===== src/rtl/list_pkg.sv =====
// Shared list-path definitions: default widths, lane derivation and beat record.
package list_pkg;
    localparam int DW_DEF  = 32;
    localparam int DBW_DEF = 256;
    localparam int FS_DEF  = DBW_DEF / DW_DEF;
    localparam int LW_DEF  = (FS_DEF > 1) ? $clog2(FS_DEF) : 1;

    // Lanes per beat for a given bus/word width pair.
    function automatic int lanes_of(input int dbw, input int dw);
        return dbw / dw;
    endfunction

    // Lane index width for a given lane count.
    function automatic int lane_w(input int fs);
        return (fs > 1) ? $clog2(fs) : 1;
    endfunction

    // One AXI4-Stream beat as exchanged with list_cache.
    typedef struct packed {
        logic [DBW_DEF-1:0]   data;
        logic [DBW_DEF/8-1:0] keep;
        logic                 last;
    } beat_t;
endpackage


===== src/rtl/list_writer_beat_fifo.sv =====
// Beat FIFO whose tail entry is filled lane by lane before being sealed.
module beat_fifo
    import list_pkg::*;
#(
    parameter int DW  = DW_DEF,
    parameter int DBW = DBW_DEF,
    parameter int BS  = 2,
    parameter int LW  = LW_DEF,
    parameter int CW  = $clog2(BS + 1)
) (
    input  logic             ACLK,
    input  logic             ARESETn,
    input  logic             wr_en,
    input  logic [LW-1:0]    wr_lane,
    input  logic [DW-1:0]    wr_word,
    input  logic [DBW/8-1:0] wr_keep,
    input  logic             wr_last,
    input  logic             seal,
    input  logic             pop,
    output logic [CW-1:0]    count,
    output logic [DBW-1:0]   head_data,
    output logic [DBW/8-1:0] head_keep,
    output logic             head_last
);
    localparam int PW = (BS > 1) ? $clog2(BS) : 1;

    logic [BS-1:0][DBW-1:0]   mem_data;
    logic [BS-1:0][DBW/8-1:0] mem_keep;
    logic [BS-1:0]            mem_last;
    logic [PW-1:0]            wr_ptr, rd_ptr;

    // Fill entry, pointers and occupancy; pointers wrap by width alone.
    always_ff @(posedge ACLK or negedge ARESETn) begin
        if (!ARESETn) begin
            mem_data <= '0;
            mem_keep <= '0;
            mem_last <= '0;
            wr_ptr   <= '0;
            rd_ptr   <= '0;
            count    <= '0;
        end else begin
            if (wr_en) begin
                // First lane of a beat wipes stale lanes so unused lanes read 0.
                if (wr_lane == '0)
                    mem_data[wr_ptr] <= {{(DBW-DW){1'b0}}, wr_word};
                else
                    mem_data[wr_ptr][int'(wr_lane)*DW +: DW] <= wr_word;
                mem_keep[wr_ptr] <= wr_keep;
                mem_last[wr_ptr] <= wr_last;
            end
            if (seal) wr_ptr <= wr_ptr + 1'b1;
            if (pop)  rd_ptr <= rd_ptr + 1'b1;
            if (seal && !pop)      count <= count + 1'b1;
            else if (!seal && pop) count <= count - 1'b1;
        end
    end

    assign head_data = mem_data[rd_ptr];
    assign head_keep = mem_keep[rd_ptr];
    assign head_last = mem_last[rd_ptr];
endmodule


===== src/rtl/list_writer.sv =====
// Packs HoP words into AXI4-Stream beats, sealing on a full beat or list end.
module list_writer
    import list_pkg::*;
#(
    parameter int DW  = DW_DEF,
    parameter int DBW = DBW_DEF,
    parameter int BS  = 2
) (
    input  logic             ACLK,
    input  logic             ARESETn,
    input  logic [DW-1:0]    IN,
    input  logic             I_VALID,
    input  logic             I_LAST,
    output logic             O_READY,
    output logic [DBW-1:0]   TDATA,
    output logic [DBW/8-1:0] TKEEP,
    output logic             TLAST,
    output logic             TVALID,
    input  logic             TREADY
);
    localparam int FS = lanes_of(DBW, DW);
    localparam int LW = lane_w(FS);
    localparam int CW = $clog2(BS + 1);
    localparam int BPW = DW / 8;

    logic [LW-1:0]    lane;
    logic [CW-1:0]    count, cnt_nxt;
    logic [DBW/8-1:0] keep;
    logic             acc, seal, pop;

    assign acc    = I_VALID & O_READY;
    assign seal   = acc & (I_LAST | (lane == LW'(FS - 1)));
    assign pop    = TVALID & TREADY;
    assign TVALID = (count != '0);

    // Keep covers every lane up to and including the one being written.
    always_comb begin
        keep = '0;
        for (int k = 0; k < FS; k++)
            if (k <= int'(lane)) keep[k*BPW +: BPW] = '1;
    end

    // Occupancy after this edge decides whether the next word can be taken.
    always_comb begin
        cnt_nxt = count;
        if (seal && !pop)      cnt_nxt = count + 1'b1;
        else if (!seal && pop) cnt_nxt = count - 1'b1;
    end

    // Lane counter and registered ready.
    always_ff @(posedge ACLK or negedge ARESETn) begin
        if (!ARESETn) begin
            lane    <= '0;
            O_READY <= 1'b0;
        end else begin
            if (seal)     lane <= '0;
            else if (acc) lane <= lane + 1'b1;
            O_READY <= (int'(cnt_nxt) < BS);
        end
    end

    beat_fifo #(.DW(DW), .DBW(DBW), .BS(BS), .LW(LW), .CW(CW)) u_fifo (
        .ACLK      (ACLK),
        .ARESETn   (ARESETn),
        .wr_en     (acc),
        .wr_lane   (lane),
        .wr_word   (IN),
        .wr_keep   (keep),
        .wr_last   (I_LAST),
        .seal      (seal),
        .pop       (pop),
        .count     (count),
        .head_data (TDATA),
        .head_keep (TKEEP),
        .head_last (TLAST)
    );
endmodule


===== config.mk =====
export PLATFORM = sky130hd
export DESIGN_NAME = list_writer
export DESIGN_NICKNAME = d
export VERILOG_FILES = /design/src/rtl/list_pkg.sv /design/src/rtl/list_writer_beat_fifo.sv /design/src/rtl/list_writer.sv
export SDC_FILE = /design/constraint.sdc
export NUM_CORES = 1
export LEC_CHECK = 0
export BUFFER_PORTS_ARGS = -buffer_cell sky130_fd_sc_hd__buf_2
export CORE_ASPECT_RATIO = 2
export CORE_UTILIZATION = 30
export DETAILED_ROUTE_END_ITERATION = 10
export HOLD_SLACK_MARGIN = 0.12
export PLACE_DENSITY = 0.44
export SYNTH_ARGS = -nofsm -noshare
export SYNTH_HDL_FRONTEND = slang
export SYNTH_SLANG_ARGS = --single-unit

===== constraint.sdc =====
create_clock -name ACLK -period 3.7 [get_ports ACLK]
set_clock_uncertainty 0.1 [all_clocks]
set_input_delay 0.37 -clock ACLK [delete_from_list [all_inputs] [get_ports ACLK]]
set_output_delay 0.37 -clock ACLK [all_outputs]
set_load 0.02 [all_outputs]

==> flow_summary_export.csv, run 1 <==
group,metric,value,unit
drt,drc,0,
clocking,cts_tree,"done",
die,rows,144,
sta,slew_violations,0,
final_layout,final_cell_area,28000,sq um
final_layout,fin_nets,1955,
die,start_util,0.304,
hold_path,holdCritPathClass,"input pin to asynchronous set/reset pin",
final_layout,n_fill_cell,7505,
synth,synth.distinct_cells,44,
critical_path,path_class,"flip-flop to flip-flop",
drt,wl_per_cell,27.6,um
clocking,cts.path.max_buffers,3,
drt,drtAntennaViolNets,0,
grt,antenna_found_initial,1,
critical_path,cpPeakStageDelay,760,ps
synth,synth-edff-count,0,
synth,synth_warnings,0,
sta,max-slew-margin-rel,0.289,
final_layout,drive_gt1_frac,0.430,
placed_design,place_congestion,0.778,
critical_path,end_kind,"flip-flop",
sta,setup-tns-final,0,ps
power,power_leakage,13.5,nW
placed_design,port_buffers,327,
grt,grt_max_degree,97,
sta,worst_slew_pin_slew,1060,ps
drt,vias,16647,
synth,syn_avg_cell_area,14.0,sq um
synth,synthArstFlopShare,1.00,
die,die_height,398,um
drt,wl_met1,33.3,mm
synth,synth_flop_cell,"dfrtp_1",
die,chipWidth,200,um
critical_path,critPathSlowestCell,"nor4bb_1",
synth,synth_seq_area_share,0.572,
critical_path,cp_max_fo,32,
run_status,status,"complete, no violations",
grt,overflow,0,
synth,ys_ff_latch,538,
final_layout,area_growth,18.9,%
synth,syn_inst,1680,
synth,synth_area,23500,sq um
clocking,clock-sinks,538,
critical_path,startpoint_type,"flip-flop",
clocking,post_cts_buffers,0,
final_layout,antenna-diode-count,0,
grt,first_global_vias,17292,
final_layout,layout_common_cells,"537 x dfrtp_1, 330 x mux2_2, 326 x buf_2, 320 x a32o_1, 130 x a22o_1",
synth,synth.net_count,1727,
drt,drt-initial-drc-count,1097,
critical_path,worstPathCellList,"inv_1, ha_1, ha_1, nor4bb_1, o21ai_4, a32o_1",
drt,routed_wl,81.9,mm
power,ir_drop,0.000483,V
sta,fmax,333,MHz
sta,final_hold_viol_count,0,
power,p_sw_frac,0.375,
drt,vias_per_cell,5.61,
clocking,clock_latency,620,ps
placed_design,place_area,26300,sq um
drt,top_layer,"met4",
clocking,cts_root_buf,"clkbuf_16",
grt,grt_pass1_wl,121,mm
power,power_frac_clock,0.270,
critical_path,worst_path_most_repeated_cell,"ha_1",
power,p_seq_frac,0.374,
power,comb_power_share,0.357,
die,coreArea,77300,sq um
drt,wl_met2,42.7,mm
job,max_cap_violations,0,
drt,firstDrtPassIters,8,
sta,period_needed,3010,ps
clocking,clkTransAtPathRegs,60,ps
die,die-area,79600,sq um
sta,fin_crit_sh,0.812,
power,internal_power,0.0125,W
clocking,htreeDepth,2,
drt,dr_wl_met3,4.02,mm
critical_path,critPathArrivalTime,3390,ps
sta,grt_setup_unrepaired,"no",
final_layout,final_common_cell,"dfrtp_1",
power,powerDensity,715,nW/um^2
grt,grtUsageTotal,0.206,
placed_design,post-dp-hpwl,54.2,mm
die,io_pins,328,
clocking,cts_made_buffers,53,
power,switching_power,0.00750,W
sta,setup_violations,0,
critical_path,crit_required,4090,ps
cells in the mapped netlist (6+ instances only):
cell / instances / area (sq um)
inv_1: 10 / 37.5
mux2_2: 330 / 3720
nor2_1: 6 / 22.5
a32o_1: 320 / 3200
nand2b_1: 7 / 43.8
o21ai_1: 7 / 35.0
a22o_1: 130 / 1140
ha_1: 10 / 125
dfrtp_1: 538 / 13500
buf_4: 26 / 195
nor3_2: 6 / 60.1
buf_2: 61 / 305
nand2_1: 32 / 120
nor3_1: 9 / 45.0
clkbuf_1: 130 / 488
o21ai_0: 15 / 75.1
worst paths after layout:
check / start / to / slack [ps] / cells after the start
min in group ACLK: IN[20] / u_fifo.mem_data[84]$_DFFE_PN0P_ / 200 / 2
setup reg to reg: lane[1]$_DFFE_PN0P_ / u_fifo.mem_data[182]$_DFFE_PN0P_ / 690 / 6
hold reg to reg: u_fifo.mem_keep[35]$_DFFE_PN0P_ / u_fifo.mem_keep[35]$_DFFE_PN0P_ / 360 / 1
hold / removal: ARESETn / u_fifo.mem_data[15]$_DFFE_PN0P_ / 190 / 2
max in group asynchronous: ARESETn / u_fifo.mem_data[219]$_DFFE_PN0P_ / 2220 / 3
setup / recovery: lane[1]$_DFFE_PN0P_ / u_fifo.mem_data[182]$_DFFE_PN0P_ / 690 / 6
worst max-delay path, delay by kind of cell (launching register included):
kind,cells,cell delay [ps]
flip-flops,1,490
buffers and inverters,1,70
AND/OR/NAND/NOR,1,760
AO/OA/AOI/OAI,2,780
adder cells (fa/ha/maj),2,640
layer usage:
metal  GRT usage  vias up
li1            -     7034
met1       0.257     9017
met2       0.365      500
met3      0.0296       96
met4      0.0578        0
met5           0        -
layout make-up:
class	count	area, sq um	share of cell area
Timing Repair Buffer	394	2380	0.0852
Multi-Input combinational cell	911	9120	0.326
Inverter	10	37.5	0.00134
Tap cell	1022	1280	0.0457
Clock inverter	13	125	0.00447
Clock buffer	80	1560	0.0557
Sequential cell	538	13500	0.482
power by group through the flow:
| stage | Sequential, W | Clock (W) | Combinational [W] |
|---|---|---|---|
| 2_1_floorplan | 0.00728 | 0 | 0.00494 |
| 3_3_place_gp | 0.00751 | 0 | 0.00714 |
| 3_5_place_dp | 0.00757 | 0 | 0.00723 |
| 4_1_cts | 0.00747 | 0.00559 | 0.00725 |
| 5_1_grt | 0.00759 | 0.00577 | 0.00759 |
| 6_report | 0.00747 | 0.00540 | 0.00713 |
what timing repair did:
action	4_1_cts	5_1_grt
hold buffers	3	0
gates resized for setup	0	0
hold endpoints to repair	77	0
state kept, by name, summed over array words and instances (netlist names):
register and cells:
u_fifo.mem_last 2, lane 3, u_fifo.count 2, u_fifo.mem_data 512
O_READY 1, u_fifo.rd_ptr 1, u_fifo.wr_ptr 1, u_fifo.mem_keep 16
per-stage QoR:
stage               power [W]  worst slack (ps)  hold WS [ps]  std cells  utilization
global route           0.0210               524           199       2968        0.362
global placement       0.0147               696           311       2872        0.340
detailed placement     0.0148               723           352       2872        0.340
finish                 0.0200               694           188       2968        0.362
CTS                    0.0203               636           172       2968        0.362
floorplan              0.0122              1050         -25.6       1680            -
logic make-up after synthesis:
kind of cell	count (synthesis)	share of synthesized area
XOR/XNOR	2	0.000745
multiplexers	330	0.158
adder cells (fa/ha/maj)	10	0.00532
AO/OA/AOI/OAI	480	0.192
buffers and inverters	231	0.0452
flip-flops	538	0.572
AND/OR/NAND/NOR	89	0.0262
Power figures use the tool's default switching activity.
==> run 2, diff against run 1 <==
==> constraint.sdc (replaced) <==
create_clock -name ACLK -period 3.1 [get_ports ACLK]
set_clock_uncertainty 0.1 [all_clocks]
set_input_delay 0.31 -clock ACLK [delete_from_list [all_inputs] [get_ports ACLK]]
set_output_delay 0.31 -clock ACLK [all_outputs]
set_load 0.02 [all_outputs]
==> flow_summary_export.csv, run 2 (synthesis results as in run 1) <==
group,metric,value,unit
power,internal_power,0.0151,W
clocking,cts_made_buffers,53,
sta,fin_crit_sh,0.932,
grt,grt_busiest_layer,"met2",
clocking,htreeDepth,2,
critical_path,cpPeakStageDelay,800,ps
critical_path,worstPathCellList,"buf_12, mux2_2, buf_2",
hold_path,hold_depth,2,
sta,setup-tns-final,0,ps
grt,first_global_vias,17555,
die,coreArea,77300,sq um
critical_path,crit_required,2690,ps
die,die_height,398,um
hold_path,holdPathEnd,"u_fifo.mem_data[476]$_DFFE_PN0P_",
die,io_pins,328,
power,switching_power,0.00903,W
sta,setup_violations,0,
grt,grt_pass1_wl,124,mm
sta,fmax,346,MHz
critical_path,critPathArrivalTime,2480,ps
final_layout,largest_reg_flops,512,
final_layout,final_common_cell,"dfrtp_1",
sta,slew_violations,0,
final_layout,antenna-diode-count,0,
final_layout,layout_common_cells,"537 x dfrtp_1, 330 x mux2_2, 326 x buf_2, 320 x a32o_1, 130 x a22o_1",
clocking,post_cts_resized,0,
final_layout,top_regs,"u_fifo.mem_data: 512 flops, u_fifo.mem_keep: 16 flops, lane: 3 flops",
power,p_sw_frac,0.374,
critical_path,r2r-end,"u_fifo.mem_data[440]$_DFFE_PN0P_",
grt,met3_usage,0.0342,
critical_path,worst-r2r-setup-slack,260,ps
die,start_util,0.304,
die,die-area,79600,sq um
critical_path,r2r_start,"lane[0]$_DFFE_PN0P_",
drt,drc,0,
critical_path,startpoint_type,"flip-flop",
drt,drt-initial-drc-count,1062,
clocking,post_cts_buffers,0,
drt,vias,16695,
final_layout,fin_nets,1973,
drt,routed_wl,83.3,mm
job,max_cap_violations,0,
grt,grtUsageTotal,0.211,
power,p_seq_frac,0.367,
drt,wl_per_cell,27.9,um
critical_path,critPathSlowestCell,"dfrtp_4",
power,power_frac_clock,0.275,
clocking,cts_tree,"done",
final_layout,regMostFlops,"u_fifo.mem_data",
sta,grt_setup_unrepaired,"no",
critical_path,rr_worst_depth,6,
placed_design,port_buffers,327,
grt,grt_util_met2,0.378,
placed_design,place_congestion,0.827,
clocking,clkTransAtPathRegs,70,ps
final_layout,area_growth,19.8,%
drt,vias_per_cell,5.59,
grt,grt_max_degree,97,
sta,max-slew-margin-rel,0.320,
critical_path,cp_max_fo,55,
power,comb_power_share,0.359,
clocking,cts_root_buf,"clkbuf_16",
grt,antenna_found_initial,1,
clocking,cts_hold_buf,5,
placed_design,post-dp-hpwl,55.0,mm
hold_path,holdCritPathClass,"input pin to flip-flop",
drt,drtAntennaViolNets,0,
critical_path,cp_top_family,"flip-flops",
critical_path,path_class,"flip-flop to output pin",
grt,overflow,0,
drt,firstDrtPassIters,5,
die,rows,144,
hold_path,min-delay-start,"IN[28]",
sta,worst_slew_pin_slew,1020,ps
clocking,clock-sinks,538,
critical_path,end_kind,"output pin",
sta,final_hold_viol_count,0,
final_layout,drive_gt1_frac,0.437,
sta,period_needed,2890,ps
run_status,status,"complete, no violations",
clocking,cts.path.max_buffers,3,
critical_path,crit_buf_inv,2,
power,powerDensity,857,nW/um^2
die,chipWidth,200,um
clocking,clock_latency,620,ps
grt,grtUsageMet1,0.262,
power,ir_drop,0.000490,V
power,power_leakage,13.6,nW
sta,whs,152,ps
-- run 2: changes by cell type in the layout (fill, tap and decap cells not counted) --
cell	change
bufinv_16	+2
dlygate4sd3_1	+2
clkinvlp_4	+1
clkbuf_1	-7
clkinv_4	+2
buf_12	+2
buf_4	+14
-- run 2: area by class of cell --
type,instances,area [sq um]
multi-input combinational,911,9120
inverter,10,37.5
clock inverter,18,210
tap,1022,1280
clock buffer,73,1530
timing repair buffer,412,2550
sequential,538,13500
fill,7443,49100
-- run 2: worst max-delay path by stage --
stage                                    from                                to  slack, ps  cells past startpoint
global placement          lane[0]$_DFFE_PN0P_  u_fifo.mem_data[436]$_DFFE_PN0P_        460                      6
CTS                 u_fifo.rd_ptr$_DFFE_PN0P_                          TKEEP[7]        120                      3
floorplan                 lane[0]$_DFFE_PN0P_   u_fifo.mem_data[66]$_DFFE_PN0P_        450                      9
detailed placement        lane[0]$_DFFE_PN0P_  u_fifo.mem_data[440]$_DFFE_PN0P_        310                      6
global route        u_fifo.rd_ptr$_DFFE_PN0P_                          TKEEP[7]        110                      3
finish              u_fifo.rd_ptr$_DFFE_PN0P_                        TDATA[160]        210                      3
-- run 2: worst reg2reg max path, cell delays in order (launching register included) --
cell,delay (ps)
dfrtp_1,350
inv_1,60
ha_1,240
ha_1,340
nor4bb_1,830
o21ai_4,430
a32o_1,380
-- run 2: metal layers --
layer,share of wire,vias to the layer above
li1,-,7073
met1,0.40,9075
met2,0.53,469
met3,0.050,76
met4,0.017,2
met5,0.00023,-
-- run 2: power groups by stage --
stage | sequential (W) | clock (W) | combinational [W]
floorplan | 0.00868 | 0 | 0.00590
global placement | 0.00891 | 0 | 0.00872
detailed placement | 0.00898 | 0 | 0.00881
CTS | 0.00885 | 0.00688 | 0.00883
global route | 0.00899 | 0.00709 | 0.00926
finish | 0.00886 | 0.00664 | 0.00867
-- run 2: metrics by stage --
stage | instances | util | setup WS [ps] | instance area (sq um) | total power [W]
floorplan | 1680 | - | 447 | 23500 | 0.0146
global placement | 2888 | 0.342 | 459 | 26400 | 0.0176
detailed placement | 2888 | 0.342 | 312 | 26400 | 0.0178
CTS | 2984 | 0.365 | 118 | 28200 | 0.0246
global route | 2984 | 0.365 | 112 | 28200 | 0.0253
finish | 2984 | 0.365 | 211 | 28200 | 0.0242
==> run 3, diff against run 2 <==
--- a/config.mk
+++ b/config.mk
@@ -5,6 +5,7 @@
 export SDC_FILE = /design/constraint.sdc
 export NUM_CORES = 1
 export LEC_CHECK = 0
+export ABC_AREA = 1
 export BUFFER_PORTS_ARGS = -buffer_cell sky130_fd_sc_hd__buf_2
 export CORE_ASPECT_RATIO = 2
 export CORE_UTILIZATION = 30
==> flow_summary_export.csv, run 3 <==
group,metric,value,unit
synth,synth_xor_area_frac,0.000668,
final_layout,largest_reg_flops,512,
synth,synth_area_leaders,"dfrtp_1 51%, nand2_1 29%, o21ai_0 5.3%",
drt,drt-initial-drc-count,1715,
sta,worst_slew_pin_slew,789,ps
clocking,clock-sinks,538,
placed_design,port_buffers,327,
clocking,post_cts_resized,0,
job,max_cap_violations,0,
final_layout,top_regs,"u_fifo.mem_data: 512 flops, u_fifo.mem_keep: 16 flops, lane: 3 flops",
clocking,clkTransAtPathRegs,70,ps
power,power_frac_clock,0.284,
clocking,cts_tree,"done",
synth,ys_ff_latch,538,
synth,synthMuxAreaShare,0.0137,
synth,synth_warnings,0,
synth,synth_seq_area_share,0.513,
final_layout,drive_gt1_frac,0.147,
power,ir_drop,0.000562,V
sta,fmax,336,MHz
sta,final_hold_viol_count,0,
sta,slew_violations,0,
clocking,cts_made_buffers,55,
synth,syn_avg_cell_area,7.21,sq um
final_layout,fin_cells,5102,
die,start_util,0.302,
synth,synth-edff-count,0,
clocking,cts_root_buf,"clkbuf_16",
placed_design,post-dp-hpwl,68.4,mm
critical_path,path_class,"flip-flop to output pin",
drt,drc,0,
critical_path,critPathSlowestCell,"dfrtp_4",
synth,synth_commonest_cells,"1994 x nand2_1, 538 x dfrtp_1, 280 x o21ai_0, 274 x nor2_1, 135 x clkbuf_1",
critical_path,cp_max_fo,70,
final_layout,regMostFlops,"u_fifo.mem_data",
grt,antenna_found_initial,5,
sta,max-slew-margin-rel,0.474,
synth,synth_simple_gate_area_frac,0.350,
clocking,post_cts_buffers,0,
synth,synth.distinct_cells,26,
clocking,cts.path.max_buffers,3,
critical_path,startpoint_type,"flip-flop",
synth,synth_flop_cell,"dfrtp_1",
die,die_height,420,um
final_layout,n_fill_cell,9389,
synth,synth_area_leader_cell,"dfrtp_1",
die,chipWidth,211,um
drt,vias_per_cell,4.66,
final_layout,layout_common_cells,"1988 x nand2_1, 537 x dfrtp_1, 326 x buf_2, 280 x o21ai_0, 265 x nor2_1",
drt,firstDrtPassIters,5,
grt,overflow,0,
sta,fin_crit_sh,0.961,
final_layout,final_common_cell,"nand2_1",
die,die-area,88700,sq um
sta,grt_setup_unrepaired,"yes",
die,coreArea,86700,sq um
power,power_leakage,16.5,nW
synth,synth_fa_ha_area_frac,0.00477,
placed_design,dpl.cell_count,4969,
critical_path,crit_required,2690,ps
clocking,htreeDepth,2,
synth,synth.net_count,3683,
critical_path,critPathArrivalTime,2570,ps
synth,syn_inst,3636,
clocking,clock_latency,640,ps
grt,grtUsageTotal,0.227,
critical_path,worstPathCellList,"inv_8, buf_4, buf_4, nand2_1, nand2_1, buf_2",
power,p_seq_frac,0.332,
grt,grt_max_degree,83,
power,internal_power,0.0140,W
power,comb_power_share,0.383,
critical_path,cpPeakStageDelay,590,ps
die,rows,153,
synth,synth_compound_area_frac,0.0573,
critical_path,end_kind,"output pin",
run_status,status,"complete, no violations",
drt,vias,23788,
drt,wl_per_cell,19.7,um
sta,period_needed,2980,ps
hold_path,holdCritPathClass,"input pin to asynchronous set/reset pin",
sta,setup_violations,0,
synth,synth_most_common_cell,"nand2_1",
synth,synth_top_family_by_area,"simple AND/OR/NAND/NOR gates",
sta,whs,147,ps
synth,synthArstFlopShare,1.00,
grt,first_global_vias,23305,
power,powerDensity,787,nW/um^2
power,switching_power,0.0107,W
final_layout,area_growth,19.8,%
power,p_sw_frac,0.432,
synth,synth_top_area_frac,0.513,
placed_design,place_congestion,0.819,
grt,grt_pass1_wl,150,mm
final_layout,fin_nets,3947,
die,io_pins,328,
drt,routed_wl,101,mm
drt,drtAntennaViolNets,0,
synth,synth_area,26200,sq um
-- run 3: cell count changes after synthesis, moves of 130 or more --
cell | before | now
nand2_1 | 32 | 1994
a32o_1 | 320 | 0
mux2_2 | 330 | 32
nor2_1 | 6 | 274
o21ai_0 | 15 | 280
a22o_1 | 130 | 0
-- run 3: worst paths after layout --
| path | startpoint | endpoint | slack (ps) | depth (start not counted) |
|---|---|---|---|---|
| worst min-delay path | ARESETn | u_fifo.mem_data[87]$_DFFE_PN0P_ | 150 | 2 |
| worst min register to register | u_fifo.mem_keep[3]$_DFFE_PN0P_ | u_fifo.mem_keep[3]$_DFFE_PN0P_ | 340 | 2 |
| min in group ACLK | u_fifo.mem_keep[3]$_DFFE_PN0P_ | u_fifo.mem_keep[3]$_DFFE_PN0P_ | 340 | 2 |
| max in group asynchronous | ARESETn | u_fifo.mem_data[264]$_DFFE_PN0P_ | 1830 | 3 |
| worst max-delay path | u_fifo.rd_ptr$_DFFE_PN0P_ | TDATA[113] | 120 | 6 |
| worst max register to register | lane[1]$_DFFE_PN0P_ | u_fifo.mem_data[422]$_DFFE_PN0P_ | 450 | 9 |
-- run 3: layout make-up --
| class | instances | area (sq um) | area share |
|---|---|---|---|
| antenna | 1 | 2.50 | 0.0000796 |
| clock buffer | 82 | 1620 | 0.0515 |
| clock inverter | 14 | 221 | 0.00705 |
| inverter | 120 | 458 | 0.0146 |
| multi-input combinational | 2731 | 11300 | 0.358 |
| sequential | 538 | 13500 | 0.429 |
| tap | 1162 | 1450 | 0.0463 |
| timing repair buffer | 454 | 2940 | 0.0936 |
-- run 3: kinds of logic after synthesis --
family                   after synthesis
AO/OA/AOI/OAI                        293
adder cells (fa/ha/maj)               10
multiplexers                          32
buffers and inverters                367
XOR/XNOR                               2
AND/OR/NAND/NOR                     2394
flip-flops                           538
-- run 3: timing repair --
action	4_1_cts	5_1_grt
endpoints found under the hold margin	646	0
endpoints found under the setup margin	0	5
hold buffers	36	0
-- run 3: stage by stage --
step	total power, W	cell area [sq um]	setup WS [ps]	setup TNS (ps)	utilization
after floorplan	0.0141	26200	829	0	-
after global placement	0.0179	29200	559	0	0.337
after detailed placement	0.0179	29200	503	0	0.337
after CTS	0.0251	31400	32.8	0	0.362
after global routing	0.0261	31400	-29.0	-67.1	0.362
final	0.0247	31400	121	0	0.362
-- run 3: power by group through the flow --
stage / Clock [W] / Combinational [W] / Sequential [W]
3_5_place_dp: 0 / 0.00959 / 0.00834
2_1_floorplan: 0 / 0.00588 / 0.00819
4_1_cts: 0.00726 / 0.00965 / 0.00821
3_3_place_gp: 0 / 0.00959 / 0.00833
5_1_grt: 0.00749 / 0.0103 / 0.00830
6_report: 0.00703 / 0.00947 / 0.00822
-- run 3: critical path: cells and delay by family, from the launching register on --
kind                   cells  cell delay, ps
buffers and inverters      4            1120
flip-flops                 1             590
AND/OR/NAND/NOR            2             160
-- run 3: per-layer routing --
layer  share of wire  wire length [um]  track usage  vias to the layer above
met5         0.00023                23            0                        -
met4           0.034              3410       0.0807                        4
met3           0.050              5030       0.0348                      132
met2            0.50             49900        0.393                      590
met1            0.42             42200        0.283                    11431
li1                -                 -            -                    11631
